`src/rtl/dram_portb_arbiter.sv`:
```
// Round-robin arbiter sharing data-RAM port B between two masters.
// Supports a bounded burst lock and returns one-cycle-latency responses.
module dram_portb_arbiter #(
  parameter int WORD_BITS = 12,
  parameter int MAX_HOLD  = 16
) (
  input  logic        clk,
  input  logic        rst_n,
  input  logic        m0_req,
  input  logic        m0_lock,
  input  logic [3:0]  m0_we,
  input  logic [29:0] m0_addr,
  input  logic [31:0] m0_wdata,
  output logic        m0_gnt,
  output logic        m0_rvalid,
  output logic [31:0] m0_rdata,
  output logic        m0_err,
  input  logic        m1_req,
  input  logic        m1_lock,
  input  logic [3:0]  m1_we,
  input  logic [29:0] m1_addr,
  input  logic [31:0] m1_wdata,
  output logic        m1_gnt,
  output logic        m1_rvalid,
  output logic [31:0] m1_rdata,
  output logic        m1_err,
  output logic [3:0]  ram_web,
  output logic [29:0] ram_addrb,
  output logic [31:0] ram_dinb,
  input  logic [31:0] ram_doutb
);

  typedef enum logic [1:0] {OWN_NONE, OWN_M0, OWN_M1} owner_t;

  localparam logic [7:0] MAX_HOLD_C = 8'(MAX_HOLD);

  logic [1:0]  req;
  logic [1:0]  lock;
  logic [3:0]  we    [2];
  logic [29:0] addr  [2];
  logic [31:0] wdata [2];
  logic [1:0]  addr_ok;
  logic [1:0]  gnt;
  logic [1:0]  rvalid;
  logic [1:0]  err;
  logic [31:0] rdata [2];

  owner_t      lock_owner_reg, lock_owner_next;
  logic [7:0]  hold_cnt_reg, hold_cnt_next;
  logic        last_winner_reg, last_winner_next;
  logic        forced;
  logic        xfer;
  logic        win;
  logic        owner_valid;
  logic        owner_idx;

  assign req      = {m1_req, m0_req};
  assign lock     = {m1_lock, m0_lock};
  assign we[0]    = m0_we;
  assign we[1]    = m1_we;
  assign addr[0]  = m0_addr;
  assign addr[1]  = m1_addr;
  assign wdata[0] = m0_wdata;
  assign wdata[1] = m1_wdata;

  assign owner_valid = (lock_owner_reg != OWN_NONE);
  assign owner_idx   = (lock_owner_reg == OWN_M1);
  assign xfer        = |gnt;
  assign win         = gnt[1];

  // Grant: lone requester wins; under contention the lock owner keeps the
  // port until its hold budget is spent, otherwise strict alternation.
  always_comb begin
    gnt    = 2'b00;
    forced = 1'b0;
    if (rst_n) begin
      if (req == 2'b01) begin
        gnt = 2'b01;
      end else if (req == 2'b10) begin
        gnt = 2'b10;
      end else if (req == 2'b11) begin
        if (owner_valid) begin
          if (hold_cnt_reg < MAX_HOLD_C) begin
            gnt = owner_idx ? 2'b10 : 2'b01;
          end else begin
            forced = 1'b1;
            gnt    = owner_idx ? 2'b01 : 2'b10;
          end
        end else begin
          gnt = last_winner_reg ? 2'b01 : 2'b10;
        end
      end
    end
  end

  always_comb begin
    lock_owner_next  = lock_owner_reg;
    hold_cnt_next    = hold_cnt_reg;
    last_winner_next = last_winner_reg;
    if (owner_valid && !req[owner_idx]) begin
      lock_owner_next = OWN_NONE;
      hold_cnt_next   = 8'd0;
    end
    if (xfer) begin
      last_winner_next = win;
      if (forced) begin
        lock_owner_next = OWN_NONE;
        hold_cnt_next   = 8'd0;
      end else if (lock[win]) begin
        if (owner_valid && owner_idx == win) begin
          if (req[~win]) hold_cnt_next = hold_cnt_reg + 8'd1;
        end else begin
          // The transfer that takes ownership already counts against the budget.
          lock_owner_next = win ? OWN_M1 : OWN_M0;
          hold_cnt_next   = {7'd0, req[~win]};
        end
      end else begin
        if (owner_valid && owner_idx == win) lock_owner_next = OWN_NONE;
        hold_cnt_next = 8'd0;
      end
    end
  end

  always_ff @(posedge clk or negedge rst_n) begin
    if (!rst_n) begin
      lock_owner_reg  <= OWN_NONE;
      hold_cnt_reg    <= 8'd0;
      last_winner_reg <= 1'b1;
    end else begin
      lock_owner_reg  <= lock_owner_next;
      hold_cnt_reg    <= hold_cnt_next;
      last_winner_reg <= last_winner_next;
    end
  end

  always_comb begin
    ram_web   = 4'b0000;
    ram_addrb = 30'd0;
    ram_dinb  = 32'd0;
    if (xfer) begin
      ram_addrb = addr[win];
      ram_dinb  = wdata[win];
      ram_web   = addr_ok[win] ? we[win] : 4'b0000;
    end
  end

  genvar gi;
  generate
    for (gi = 0; gi < 2; gi++) begin : g_resp
      logic rvalid_reg;
      logic err_reg;
      logic rd_sel_reg;

      assign addr_ok[gi] = (addr[gi][29:WORD_BITS] == '0);

      always_ff @(posedge clk or negedge rst_n) begin
        if (!rst_n) begin
          rvalid_reg <= 1'b0;
          err_reg    <= 1'b0;
          rd_sel_reg <= 1'b0;
        end else begin
          rvalid_reg <= gnt[gi];
          err_reg    <= gnt[gi] & ~addr_ok[gi];
          rd_sel_reg <= gnt[gi] & addr_ok[gi] & (we[gi] == 4'b0000);
        end
      end

      // RAM data arrives one cycle after the address, so it is steered, not registered.
      assign rvalid[gi] = rvalid_reg;
      assign err[gi]    = err_reg;
      assign rdata[gi]  = rd_sel_reg ? ram_doutb : 32'd0;
    end
  endgenerate

  assign m0_gnt    = gnt[0];
  assign m1_gnt    = gnt[1];
  assign m0_rvalid = rvalid[0];
  assign m1_rvalid = rvalid[1];
  assign m0_err    = err[0];
  assign m1_err    = err[1];
  assign m0_rdata  = rdata[0];
  assign m1_rdata  = rdata[1];

endmodule

```
`config.mk`:
```
export PLATFORM = sky130hd
export DESIGN_NAME = dram_portb_arbiter
export DESIGN_NICKNAME = d
export VERILOG_FILES = /design/src/rtl/dram_portb_arbiter.sv
export SDC_FILE = /design/constraint.sdc
export NUM_CORES = 1
export LEC_CHECK = 0
export BUFFER_PORTS_ARGS = -buffer_cell sky130_fd_sc_hd__buf_4
export CAP_MARGIN = 25
export CORE_AREA = 2 2 119 121
export DETAILED_ROUTE_END_ITERATION = 12
export DIE_AREA = 0 0 121 123
export PLACE_DENSITY = 0.46
export SYNTH_ARGS = -nofsm -noshare
export SYNTH_HDL_FRONTEND = slang
export SYNTH_SLANG_ARGS = --single-unit
```
`constraint.sdc`:
```
create_clock -name clk -period 2.8 [get_ports clk]
set_input_delay 0.42 -clock clk [delete_from_list [all_inputs] [get_ports clk]]
set_output_delay 0.42 -clock clk [all_outputs]
set_load 0.005 [all_outputs]
```
Word level (Yosys, flattened, before mapping)
Index checks and enable logic that the tools add are counted.

cells by class
  reductions and logical operators = 9
  equal/unequal tests = 5
  $add $sub $neg = 1
  bitwise gates (word level) = 10
  order comparisons = 5
  mux-type cells = 51

operators by type and width
  operator                                                               count
  32-bit two-way mux                                                     6
  30-bit two-way mux                                                     4
  8-bit two-way mux                                                      6
  18-bit zero test                                                       2
  2-bit two-way mux                                                      16
  4-bit two-way mux                                                      5
  1-bit two-way mux                                                      14
  8-bit by 1-bit adder with 8-bit output, second input constant          1
  4-bit zero test                                                        2
  8-bit by 5-bit < comparator with 1-bit output, second input constant   1
  1-bit AND                                                              6
  2-bit equality test, second input constant                             3
  1-bit by 2-bit < comparator with 1-bit output, second input constant   3
  1-bit NOT                                                              3
  2-bit by 1-bit equality test with 1-bit output, second input constant  1
  2-bit greater-or-equal comparator, second input constant               1
  1-bit logical AND                                                      2
  1-bit NOT with 2-bit output                                            1
  2-bit nonzero test                                                     1
  2-bit OR reduction                                                     1
  1-bit equality test                                                    1
  1-bit zero test                                                        1

storage, ports and cells
  logic and storage cells = 90
  register bits = 17
  input port bits = 170

Longest topological paths before layout
Gate-level depths: netlist of run 1.

  depth after elaboration = 16
  depth in mapped cells = 9
  gate-level depth less buffers = 6

Least setup slack after synthesis of run 1
No wires, ideal clock.

  path type = flip-flop to output port
  from = register hold_cnt_reg[4]
  to = output ram_addrb[0]
  cell stages (with the launch flop) = 8
  setup slack = 452 ps
  data arrival time = 1928 ps
  data required time = 2380 ps
  cells stage by stage = dfrtp_1 > o41a_1 > a2111o_1 > nand2_2 > buf_4 > buf_2 > nand2_1 > a21oi_1

on the way
  word-level cells in the longest chain between the ends = 12
  elaborated cells on any way between the ends = 13

ends and longest elaborated chain
  element                                                RTL line  source
  start: declaration                                     49        logic [7:0] hold_cnt_reg, hold_cnt_next;
  start signal: assignment                               131       hold_cnt_reg <= hold_cnt_next;
  8-bit by 5-bit < comparator with 1-bit output (*)      83        if (hold_cnt_reg < MAX_HOLD_C) begin
  2-bit two-way mux (*)                                  83
  2-bit two-way mux (*)                                  82        if (owner_valid) begin
  2-bit two-way mux (*)                                  81        end else if (req == 2'b11) begin
  2-bit two-way mux (*)                                  79        end else if (req == 2'b10) begin
  2-bit two-way mux (*)                                  77        if (req == 2'b01) begin
  2-bit two-way mux (*)                                  76        if (rst_n) begin
  1-bit NOT with 2-bit output (not written as such)      141       ram_addrb = addr[win];
  30-bit two-way mux (not written as such) (3 in a row)  141
  30-bit two-way mux (*)                                 140       if (xfer) begin
  end: declaration                                       28        output logic [29:0] ram_addrb,

Mark *: on every way between the ends. The rest lies on a longest branch, timed or not. The select of a mux whose other input is x is not followed.

Worst setup path in the final report of run 1
  from = register hold_cnt_reg[6]
  to = output ram_web[1]

on the way
  word-level cells in the longest chain between the ends = 13
  elaborated cells on any way between the ends = 16

ends and longest elaborated chain
  element                                               RTL line  source
  8-bit by 5-bit < comparator with 1-bit output (*)     83
  2-bit two-way mux (*)                                 83
  2-bit two-way mux (*)                                 82
  2-bit two-way mux (*)                                 81
  2-bit two-way mux (*)                                 79
  2-bit two-way mux (*)                                 77
  2-bit two-way mux (*)                                 76
  1-bit NOT with 2-bit output (not written as such)     143       ram_web = addr_ok[win] ? we[win] : 4'b0000;
  4-bit two-way mux (not written as such) (3 in a row)  143
  4-bit two-way mux                                     143
  4-bit two-way mux (*)                                 140
  end: declaration                                      27        output logic [3:0] ram_web,

Marks and branches as above.

==> run_results.csv, run 1 <==
group,metric,value,unit
final_layout,nets,889,
yosys,synthFlopType,"dfrtp_1",
job,maxCapViolations,0,
yosys,async_flop_share,100,%
yosys,synth_edf_count,0,
clocking,cts_buffers,3,
detailed_routing,initialDrtViolationCount,148,
detailed_routing,via_per_inst,4.52,
place,gp_congestion,0.813,
final_layout,layout-drive-gt1-share,48.0,%
timing,setup_viol_count_final,0,
clocking,clk_latency,0.26,ns
floorplan,dieHeight,123,um
global_route,top_usage_layer,"met2",
final_layout,layout_common_cells,"buf_4 (318), nand2_1 (140), a21oi_1 (66)",
power,vdd_ir_drop_max,0.183,mV
critical_path,critPathArrivalTime,2.33,ns
clocking,cts_root_buf,"clkbuf_16",
global_route,grtUsageMet1,19.4,%
critical_path,criticalPathCategory,"reg -> out",
floorplan,start_util,18.3,%
detailed_routing,wl_per_cell,16.0,um
yosys,netlist_instances,423,
clocking,cts_sinks,17,
final_layout,fillCellCount,1440,
detailed_routing,vias,4051,
critical_path,worst-r2r-setup-slack,0.52,ns
final_layout,largest_reg_flops,8,
place,io_buffers,305,
timing,hold_viol_final,0,
timing,maxSlewHeadroom,36.7,%
yosys,synth_top_area_share,21.1,%
clocking,htreeDepth,1,
clocking,clk_pin_slew,0.06,ns
critical_path,end_kind,"output pin",
outcome,run_status,"completed",
critical_path,reg2reg_from,"hold_cnt_reg[6]$_DFF_PN0_",
place,dp_slack,0.0736,ns
global_route,grt.met2_usage,33.1,%
floorplan,fp.dieW,121,um
yosys,synth_area_per_cell,5.89,sq um
global_route,met3_usage,2.77,%
timing,setup_ws,0.0476,ns
floorplan,ioPinCount,306,
timing,fin_crit,2.75,ns
final_layout,syn2layout_area_growth,110,%
detailed_routing,antenna_left,0,
critical_path,crit_path_start_kind,"flip-flop",
yosys,syn-cell-area,2490,sq um
timing,slew_viol_final,0,
detailed_routing,drtPass1Iterations,5,
global_route,track_usage,17.1,%
power,power_leakage,2.79,nW
yosys,ys_ff_latch,17,
critical_path,critPathRequiredTime,2.38,ns
yosys,yosys.area.top_type,"nand2_1",
yosys,yosys_warnings,0,
floorplan,core,13600,sq um
hold_path,hold_path.class,"in -> async",
critical_path,worst-r2r-cell-count,6,
global_route,grt_pass1_vias,3863,
global_route,grt_pass1_wl,20200,um
global_route,grt_overflow_total,0,
yosys,syn-num-nets,594,
detailed_routing,drc_errors,0,
clocking,cts_max_path_buffers,2,
yosys,ys_seq_area_share,17.1,%
yosys,netlist_top_cells_area,"nand2_1 (21%), and2_1 (16%), dfrtp_1 (16%)",
clocking,tritoncts,"yes",
floorplan,fp-row-count,43,
critical_path,cp_max_fo,10,
global_route,antenna_found_initial,0,
final_layout,final_common_cell,"buf_4",
final_layout,antenna_cells,0,
place,dp_hpwl,11800,um
timing,worst_pin_slew,0.946,ns
floorplan,die-area,14900,sq um
global_route,grt_max_degree,36,
yosys,synth_cell_type_count,44,
timing,fin_worst_skew,0.00282,ns
final_layout,utilization,38.4,%
timing,rsz0062_at_grt,"true",
timing,fmax,363,MHz
detailed_routing,wirelength,14300,um
timing,min_period_over_period,98.3,%
critical_path,r2r-end,"lock_owner_reg[0]$_DFF_PN0_",
power,p_per_area,237,nW/um^2
## area by class of cell
cell class / instances / area (sq um) / share of cell area (%)
well taps: 180 / 225 / 4.31
flip-flops and latches: 17 / 429 / 8.22
inverters: 5 / 21.3 / 0.407
clock inverters: 1 / 5.00 / 0.0958
repair buffers: 324 / 2510 / 48.1
multi-input cells: 367 / 1960 / 37.5
clock buffers: 3 / 75.1 / 1.44
## report_power, final
group	internal (mW)	total, mW	switching, mW
Sequential	0.268	0.287	0.0191
Combinational	0.361	0.649	0.288
Clock	0.192	0.304	0.112
## synth_stat cells (all sizes together) (2+ instances only)
cell / instances
a21oi: 66
nor2: 5
buf: 14
a21o: 9
o21ai: 12
nand2: 141
nand3: 14
inv: 5
nand2b: 3
or4: 3
a31oi: 2
or2: 2
dfrtp: 16
xor2: 2
mux2i: 5
and2: 65
nor4: 11
and3: 3
nor3: 6
nor2b: 3
clkbuf: 20
## routing by layer
metal / vias up / routed length [um]
li1: 2001 / -
met4: 0 / 235
met1: 1809 / 5260
met2: 228 / 7600
met3: 13 / 1250
met5: - / 0
## metrics by stage
| stage | hold WS, ns | cells | total power [mW] | TNS, ns | area (sq um) |
|---|---|---|---|---|---|
| global placement | 0.443 | 888 | 0.901 | 0 | 4990 |
| detailed placement | 0.441 | 888 | 0.906 | 0 | 4990 |
| floorplan | 0.124 | 423 | 0.524 | 0 | 2490 |
| global route | 0.189 | 897 | 1.33 | -0.289 | 5220 |
| finish | 0.160 | 897 | 1.24 | 0 | 5220 |
| CTS | 0.171 | 894 | 1.24 | 0 | 5170 |
## kinds of logic after synthesis
family          share of synthesized area [%]
compound gates                           23.0
xor+xnor                                 1.05
fa+ha+maj                               0.502
buf+inv                                  6.88
flops                                    17.1
mux                                      2.01
simple gates                             49.4
## worst max-delay path: stages, from the launching register on
cell and delay (ns):
dfrtp_2 0.43, o41a_1 0.44, a2111o_1 0.35, nand2_4 0.14, buf_12 0.17, mux2i_4 0.27
nor3_1 0.09, buf_4 0.19
## timing repair
action | 4_1_cts | 5_1_grt
setup endpoints to repair | 44 | 59
hold buffers | 0 | 0
setup buffers | 1 | 2
gates cloned | 1 | 1
pin swaps | 2 | 0
gates resized for setup | 11 | 4
## how the worst max path moves through the flow
stage	from	slack, ns	end
2_1_floorplan	hold_cnt_reg[4]$_DFF_PN0_	0.45	ram_addrb[0]
3_3_place_gp	hold_cnt_reg[6]$_DFF_PN0_	0.13	ram_dinb[1]
3_5_place_dp	hold_cnt_reg[6]$_DFF_PN0_	0.07	ram_web[1]
4_1_cts	hold_cnt_reg[6]$_DFF_PN0_	0.008	ram_web[1]
5_1_grt	hold_cnt_reg[6]$_DFF_PN0_	-0.05	ram_addrb[26]
6_report	hold_cnt_reg[6]$_DFF_PN0_	0.05	ram_web[1]
No activity file was read; power rests on OpenSTA's default activity.
==> run 2, diff against run 1 <==
--- a/config.mk
+++ b/config.mk
@@ -10,7 +10,7 @@
 export CORE_AREA = 2 2 119 121
 export DETAILED_ROUTE_END_ITERATION = 12
 export DIE_AREA = 0 0 121 123
-export PLACE_DENSITY = 0.46
+export PLACE_DENSITY_LB_ADDON = 0.25
 export SYNTH_ARGS = -nofsm -noshare
 export SYNTH_HDL_FRONTEND = slang
 export SYNTH_SLANG_ARGS = --single-unit
==> run 2 against run 1 <==
The run now ends with setup timing left. Die area is the same. Highest routed layer unchanged. Non-clock buffer count up 4. Worst hold slack better by 0.00087 ns.
==> run_results.csv, run 2 (synthesis results as in run 1) <==
group,metric,value,unit
critical_path,critPathArrivalTime,2.44,ns
final_layout,antenna_cells,0,
timing,setup_viol_count_final,13,
detailed_routing,vias,4106,
critical_path,crit_path_start_kind,"flip-flop",
outcome,run_status,"finished with violations",
floorplan,ioPinCount,306,
critical_path,criticalPathCategory,"reg -> out",
final_layout,nets,893,
global_route,grt_pass1_vias,3843,
floorplan,fp.dieW,121,um
clocking,cts_root_buf,"clkbuf_16",
detailed_routing,antenna_left,0,
critical_path,r2r-end,"lock_owner_reg[0]$_DFF_PN0_",
floorplan,start_util,18.3,%
global_route,grt_pass1_wl,19700,um
job,maxCapViolations,0,
detailed_routing,drc_errors,0,
critical_path,end_kind,"output pin",
timing,maxSlewHeadroom,47.7,%
floorplan,dieHeight,123,um
timing,setup_ws,-0.0631,ns
critical_path,critical-path-top-delay-family,"compound AO/OA/AOI/OAI gates",
place,dp_slack,0.0995,ns
timing,worst_pin_slew,0.778,ns
timing,slew_viol_final,0,
clocking,tritoncts,"yes",
critical_path,cpMaxStageDelayCell,"a2111o_1",
timing,fin_crit,2.86,ns
detailed_routing,wirelength,14200,um
clocking,clk_pin_slew,0.05,ns
detailed_routing,initialDrtViolationCount,170,
critical_path,worst-r2r-cell-count,5,
critical_path,crit_buf_inv,4,
critical_path,reg2reg_from,"hold_cnt_reg[4]$_DFF_PN0_",
global_route,antenna_found_initial,0,
clocking,cts_sinks,17,
place,io_buffers,305,
critical_path,cp_max_fo,8,
floorplan,die-area,14900,sq um
critical_path,worst-r2r-setup-slack,0.59,ns
final_layout,syn2layout_area_growth,117,%
final_layout,largest_reg_flops,8,
critical_path,crit_path_cell_trace,"o41a_1 > a2111o_1 > nand2_8 > buf_4 > buf_12 > clkbuf_16 > nand2_1 > a21oi_2 > buf_4",
floorplan,core,13600,sq um
place,dpl_cell_area,4970,sq um
detailed_routing,via_per_inst,4.56,
detailed_routing,wl_per_cell,15.8,um
place,dp_hpwl,11100,um
clocking,cts_buffers,3,
final_layout,design_area,5400,sq um
clocking,htreeDepth,1,
critical_path,worst-path-stages,9,
global_route,grt_overflow_total,0,
critical_path,critPathRequiredTime,2.38,ns
outcome,violations,"setup timing",
global_route,grt_max_degree,77,
final_layout,layout_common_cells,"buf_4 (315), nand2_1 (140), and2_1 (64)",
clocking,clk_latency,0.25,ns
critical_path,slowest_delay,0.48,ns
power,power_leakage,2.85,nW
critical_path,path_common_cell,"buf_4",
power,p_per_area,236,nW/um^2
timing,rsz0062_at_grt,"true",
hold_path,hold_path.class,"in -> async",
final_layout,final_common_cell,"buf_4",
timing,hold_viol_final,0,
detailed_routing,drtPass1Iterations,4,
global_route,track_usage,16.4,%
clocking,cts_max_path_buffers,2,
place,gp_congestion,0.771,
timing,min_period_over_period,102,%
timing,fin_worst_skew,0.00328,ns
timing,fmax,349,MHz
floorplan,fp-row-count,43,
final_layout,layout-drive-gt1-share,49.8,%
power,vdd_ir_drop_max,0.186,mV
## run 2: cell types whose count changed in the layout (fill, tap and decap cells not counted), moves of 2 or more
cell       delta
a21oi_1      -11
a21oi_2      +11
buf_12        +4
buf_4         -3
clkbuf_16     +3
nor3_1        -2
nor3_2        +2
## run 2: repair_timing
item | 4_1_cts | 5_1_grt
hold buffers | 0 | 0
cloned | 1 | 4
gates resized for setup | 6 | 27
setup endpoints to repair | 64 | 66
buffers inserted | 0 | 9
hold endpoints to repair | 0 | 0
pin swaps | 1 | 11
## run 2: worst max-delay path by stage
stage	startpoint	end	slack [ns]
2_1_floorplan	hold_cnt_reg[4]$_DFF_PN0_	ram_addrb[0]	0.45
3_3_place_gp	m1_addr[15]	ram_web[3]	0.18
3_5_place_dp	m0_addr[15]	ram_web[1]	0.1
4_1_cts	hold_cnt_reg[4]$_DFF_PN0_	ram_web[2]	0.04
5_1_grt	hold_cnt_reg[4]$_DFF_PN0_	ram_addrb[18]	-0.13
6_report	hold_cnt_reg[4]$_DFF_PN0_	ram_addrb[18]	-0.06
## run 2: area by class of cell
class                   count  area [sq um]
clock buffers               3          75.1
clock inverters             1          5.00
fillers                  1442          8210
inverters                   5          21.3
multi-input cells         367          2010
flip-flops and latches     17           428
well taps                 180           225
repair buffers            328          2640
## run 2: per-stage QoR
stage          hold slack (ns)  setup TNS [ns]  utilization, %  cells  total power [mW]
2_1_floorplan            0.124               0               -    423             0.524
3_3_place_gp             0.429               0            36.5    883             0.892
3_5_place_dp             0.435               0            36.5    883             0.902
4_1_cts                  0.167               0            37.5    888              1.22
5_1_grt                  0.183           -4.71            39.7    901              1.36
6_report                 0.161          -0.241            39.7    901              1.28
## run 2: power breakdown
group	switching (mW)	internal [mW]
logic	0.307	0.390
clock network	0.101	0.191
registers	0.0188	0.268
## run 2: per-layer routing
metal	wire [um]	global-route usage [%]
met4	172	3.05
met2	7600	31.6
met5	0	0
met3	1170	2.63
met1	5280	19.1
==> run 3, diff against run 2 <==
--- a/config.mk
+++ b/config.mk
@@ -5,12 +5,14 @@
 export SDC_FILE = /design/constraint.sdc
 export NUM_CORES = 1
 export LEC_CHECK = 0
+export ABC_AREA = 1
 export BUFFER_PORTS_ARGS = -buffer_cell sky130_fd_sc_hd__buf_4
 export CAP_MARGIN = 25
 export CORE_AREA = 2 2 119 121
 export DETAILED_ROUTE_END_ITERATION = 12
 export DIE_AREA = 0 0 121 123
 export PLACE_DENSITY_LB_ADDON = 0.25
+export SLEW_MARGIN = 20
 export SYNTH_ARGS = -nofsm -noshare
 export SYNTH_HDL_FRONTEND = slang
 export SYNTH_SLANG_ARGS = --single-unit
==> run 3 against run 2 <==
The run now ends clean. Die area unchanged. Combinational power decreased by 1%. Register-to-register slack better by 0.30 ns. Via count shrank 0.41%. Setup slack improved by 0.29 ns. Worst hold slack worse by 0.12 ns. First-iteration DRC count shrank 3.5%. Area after synthesis up 5.4%. Critical path depth rose by 2. Synthesized cell count rose by 22%. Clock power shrank 1%. Clock skew decreased by 0.0011 ns. Critical path type unchanged.
==> run_results.csv, run 3 <==
group,metric,value,unit
power,finalPower,1.26,mW
yosys,yosys.cell_count.top_type,"nor2_1",
clocking,cts_buffers,3,
yosys,synth_top_area_share,20.9,%
clocking,cts_sinks,17,
clocking,htreeDepth,1,
floorplan,start_util,19.3,%
detailed_routing,antenna_left,0,
timing,fin_tns_setup,0,ns
yosys,synth_common_cells,"nor2_1 (146), nand2_1 (101), inv_1 (82)",
yosys,synth_edf_count,0,
timing,maxSlewHeadroom,70.6,%
floorplan,ioPinCount,306,
power,vdd_ir_drop_max,0.191,mV
floorplan,fp.dieW,121,um
critical_path,cp_max_fo,36,
timing,fin_crit,2.57,ns
clocking,clk_latency,0.25,ns
timing,fin_worst_skew,0.00215,ns
final_layout,ff_latch_area,427,sq um
yosys,syn-cell-area,2630,sq um
hold_path,hold_path.class,"in -> async",
critical_path,critPathArrivalTime,2.15,ns
final_layout,nets,977,
final_layout,final_common_cell,"buf_4",
power,p_per_area,246,nW/um^2
global_route,track_usage,15.9,%
final_layout,layout-drive-gt1-share,41.6,%
yosys,syn-num-nets,686,
place,io_buffers,305,
outcome,run_status,"completed",
critical_path,crit_path_start_kind,"flip-flop",
timing,slew_viol_final,0,
clocking,tritoncts,"yes",
detailed_routing,initialDrtViolationCount,164,
timing,worst_pin_slew,0.440,ns
critical_path,crit_path_cell_trace,"nor2_2 > nand2_1 > nand2_1 > nand3_2 > nand2_4 > nand2_8 > inv_6 > buf_4 > nor2_1 > nor2_1 > buf_4",
yosys,ys_ff_latch,17,
critical_path,end_kind,"output pin",
detailed_routing,via_per_inst,4.15,
global_route,grt_max_degree,42,
power,power_leakage,3.22,nW
clocking,cts_root_buf,"clkbuf_16",
clocking,cts_resized,0,
global_route,antenna_found_initial,1,
timing,min_period_over_period,91.9,%
critical_path,criticalPathCategory,"reg -> out",
clocking,post-cts-setup-buffer-count,0,
yosys,yosys.area.top_type,"nor2_1",
floorplan,dieHeight,123,um
clocking,clk_pin_slew,0.05,ns
global_route,grt_overflow_total,0,
detailed_routing,drc_errors,0,
timing,hold_viol_final,0,
global_route,grt_pass1_vias,3838,
yosys,yosys_warnings,0,
detailed_routing,vias,4089,
timing,fmax,389,MHz
job,maxCapViolations,0,
final_layout,multi_input_area,1710,sq um
floorplan,die-area,14900,sq um
yosys,netlist_top_cells_area,"nor2_1 (21%), dfrtp_1 (15%), nand2_1 (14%)",
final_layout,antenna_cells,0,
timing,rsz0062_at_grt,"false",
global_route,grt_pass1_wl,19000,um
detailed_routing,drtPass1Iterations,6,
yosys,synth_cell_type_count,30,
detailed_routing,wl_per_cell,12.9,um
yosys,ys_seq_area_share,16.3,%
critical_path,critPathRequiredTime,2.38,ns
final_layout,fillCellCount,1526,
place,gp_congestion,0.832,
yosys,netlist_instances,515,
detailed_routing,wirelength,12700,um
floorplan,core,13600,sq um
clocking,ctsHoldBuffers,0,
clocking,cts_max_path_buffers,2,
final_layout,layout_common_cells,"buf_4 (313), nor2_1 (146), nand2_1 (101)",
critical_path,worst-r2r-cell-count,12,
place,dp_hpwl,10700,um
critical_path,cpMaxStageDelayCell,"dfrtp_1",
yosys,async_flop_share,100,%
floorplan,fp-row-count,43,
final_layout,syn2layout_area_growth,95.7,%
final_layout,largest_reg_flops,8,
critical_path,slowest_delay,0.45,ns
timing,setup_viol_count_final,0,
yosys,synth_area_per_cell,5.10,sq um
yosys,synthFlopType,"dfrtp_1",
[run 3: cell types whose count changed after synthesis, moves of 5 or more]
cell      before  now
a21o_1         7    0
a21oi_1       66   18
and2_1        64    0
clkbuf_1      20   14
inv_1          4   82
mux2i_1        5    0
nand2_1      140  101
nand3_1       14   20
nor2_1         5  146
nor3_1         6    0
nor4_1        11    5
o21ai_0        9   64
o21ai_1        3    9
[run 3: per-stage QoR]
| step | hold WS, ns | utilization, % | cell area, sq um | instances | setup slack, ns |
|---|---|---|---|---|---|
| 6_report | 0.0393 | 37.7 | 5140 | 985 | 0.226 |
| 4_1_cts | 0.0505 | 37.7 | 5140 | 985 | 0.205 |
| 3_5_place_dp | 0.315 | 37.2 | 5060 | 981 | 0.396 |
| 2_1_floorplan | 0.124 | - | 2630 | 515 | 0.995 |
| 3_3_place_gp | 0.310 | 37.2 | 5060 | 981 | 0.397 |
| 5_1_grt | 0.0604 | 37.7 | 5140 | 985 | 0.0373 |
[run 3: worst paths after layout]
check | slack, ns | endpoint | from
setup reg to reg | 0.89 | lock_owner_reg[0]$_DFF_PN0_ | hold_cnt_reg[4]$_DFF_PN0_
max in group asynchronous | 2.50 | last_winner_reg$_DFFE_PN1P_ | rst_n
hold reg to reg | 0.47 | last_winner_reg$_DFFE_PN1P_ | last_winner_reg$_DFFE_PN1P_
hold / removal | 0.04 | m0_err$_DFF_PN0_ | rst_n
min in group clk | 0.47 | last_winner_reg$_DFFE_PN1P_ | last_winner_reg$_DFFE_PN1P_
setup / recovery | 0.23 | ram_addrb[28] | hold_cnt_reg[4]$_DFF_PN0_
[run 3: final cells by class]
cell class | count | share of cell area [%]
sequential | 17 | 8.30
multi-input combinational | 384 | 33.2
tap | 180 | 4.38
clock inverter | 1 | 0.0974
timing repair buffer | 314 | 46.1
inverter | 86 | 6.38
clock buffer | 3 | 1.46
[run 3: cell families (layout without fill, tap and decap cells)]
family          count (synthesis)  count (layout)  synth area share (%)
buf+inv                       114             404                  18.7
xor+xnor                        2               2                 0.667
compound gates                 92              92                  17.6
fa+ha+maj                       1               1                 0.477
simple gates                  289             289                  46.3
flops                          17              17                  16.3
[run 3: where the power goes]
group          leakage (nW)  total (mW)  switching, mW  internal [mW]
clock network        0.0409       0.289         0.0981          0.191
logic                  2.95       0.690          0.336          0.355
registers             0.226       0.282         0.0152          0.267
total                  3.22        1.26          0.449          0.813
[run 3: routing by layer]
layer | global-route usage, % | wire length (um) | share of wire [%] | up-vias
met3 | 5.12 | 1390 | 11 | 16
met1 | 17.1 | 4580 | 36 | 1718
li1 | - | - | - | 2156
met4 | 3.56 | 214 | 1.7 | 2
met5 | 0 | 10 | 0.079 | -
met2 | 30.3 | 6500 | 51 | 197
[run 3: critical path, delay by kind of cell, from the launching register on]
kind / cells / cell delay [ns]
buffers and inverters: 3 / 0.58
flip-flops: 1 / 0.45
AND/OR/NAND/NOR: 8 / 0.86
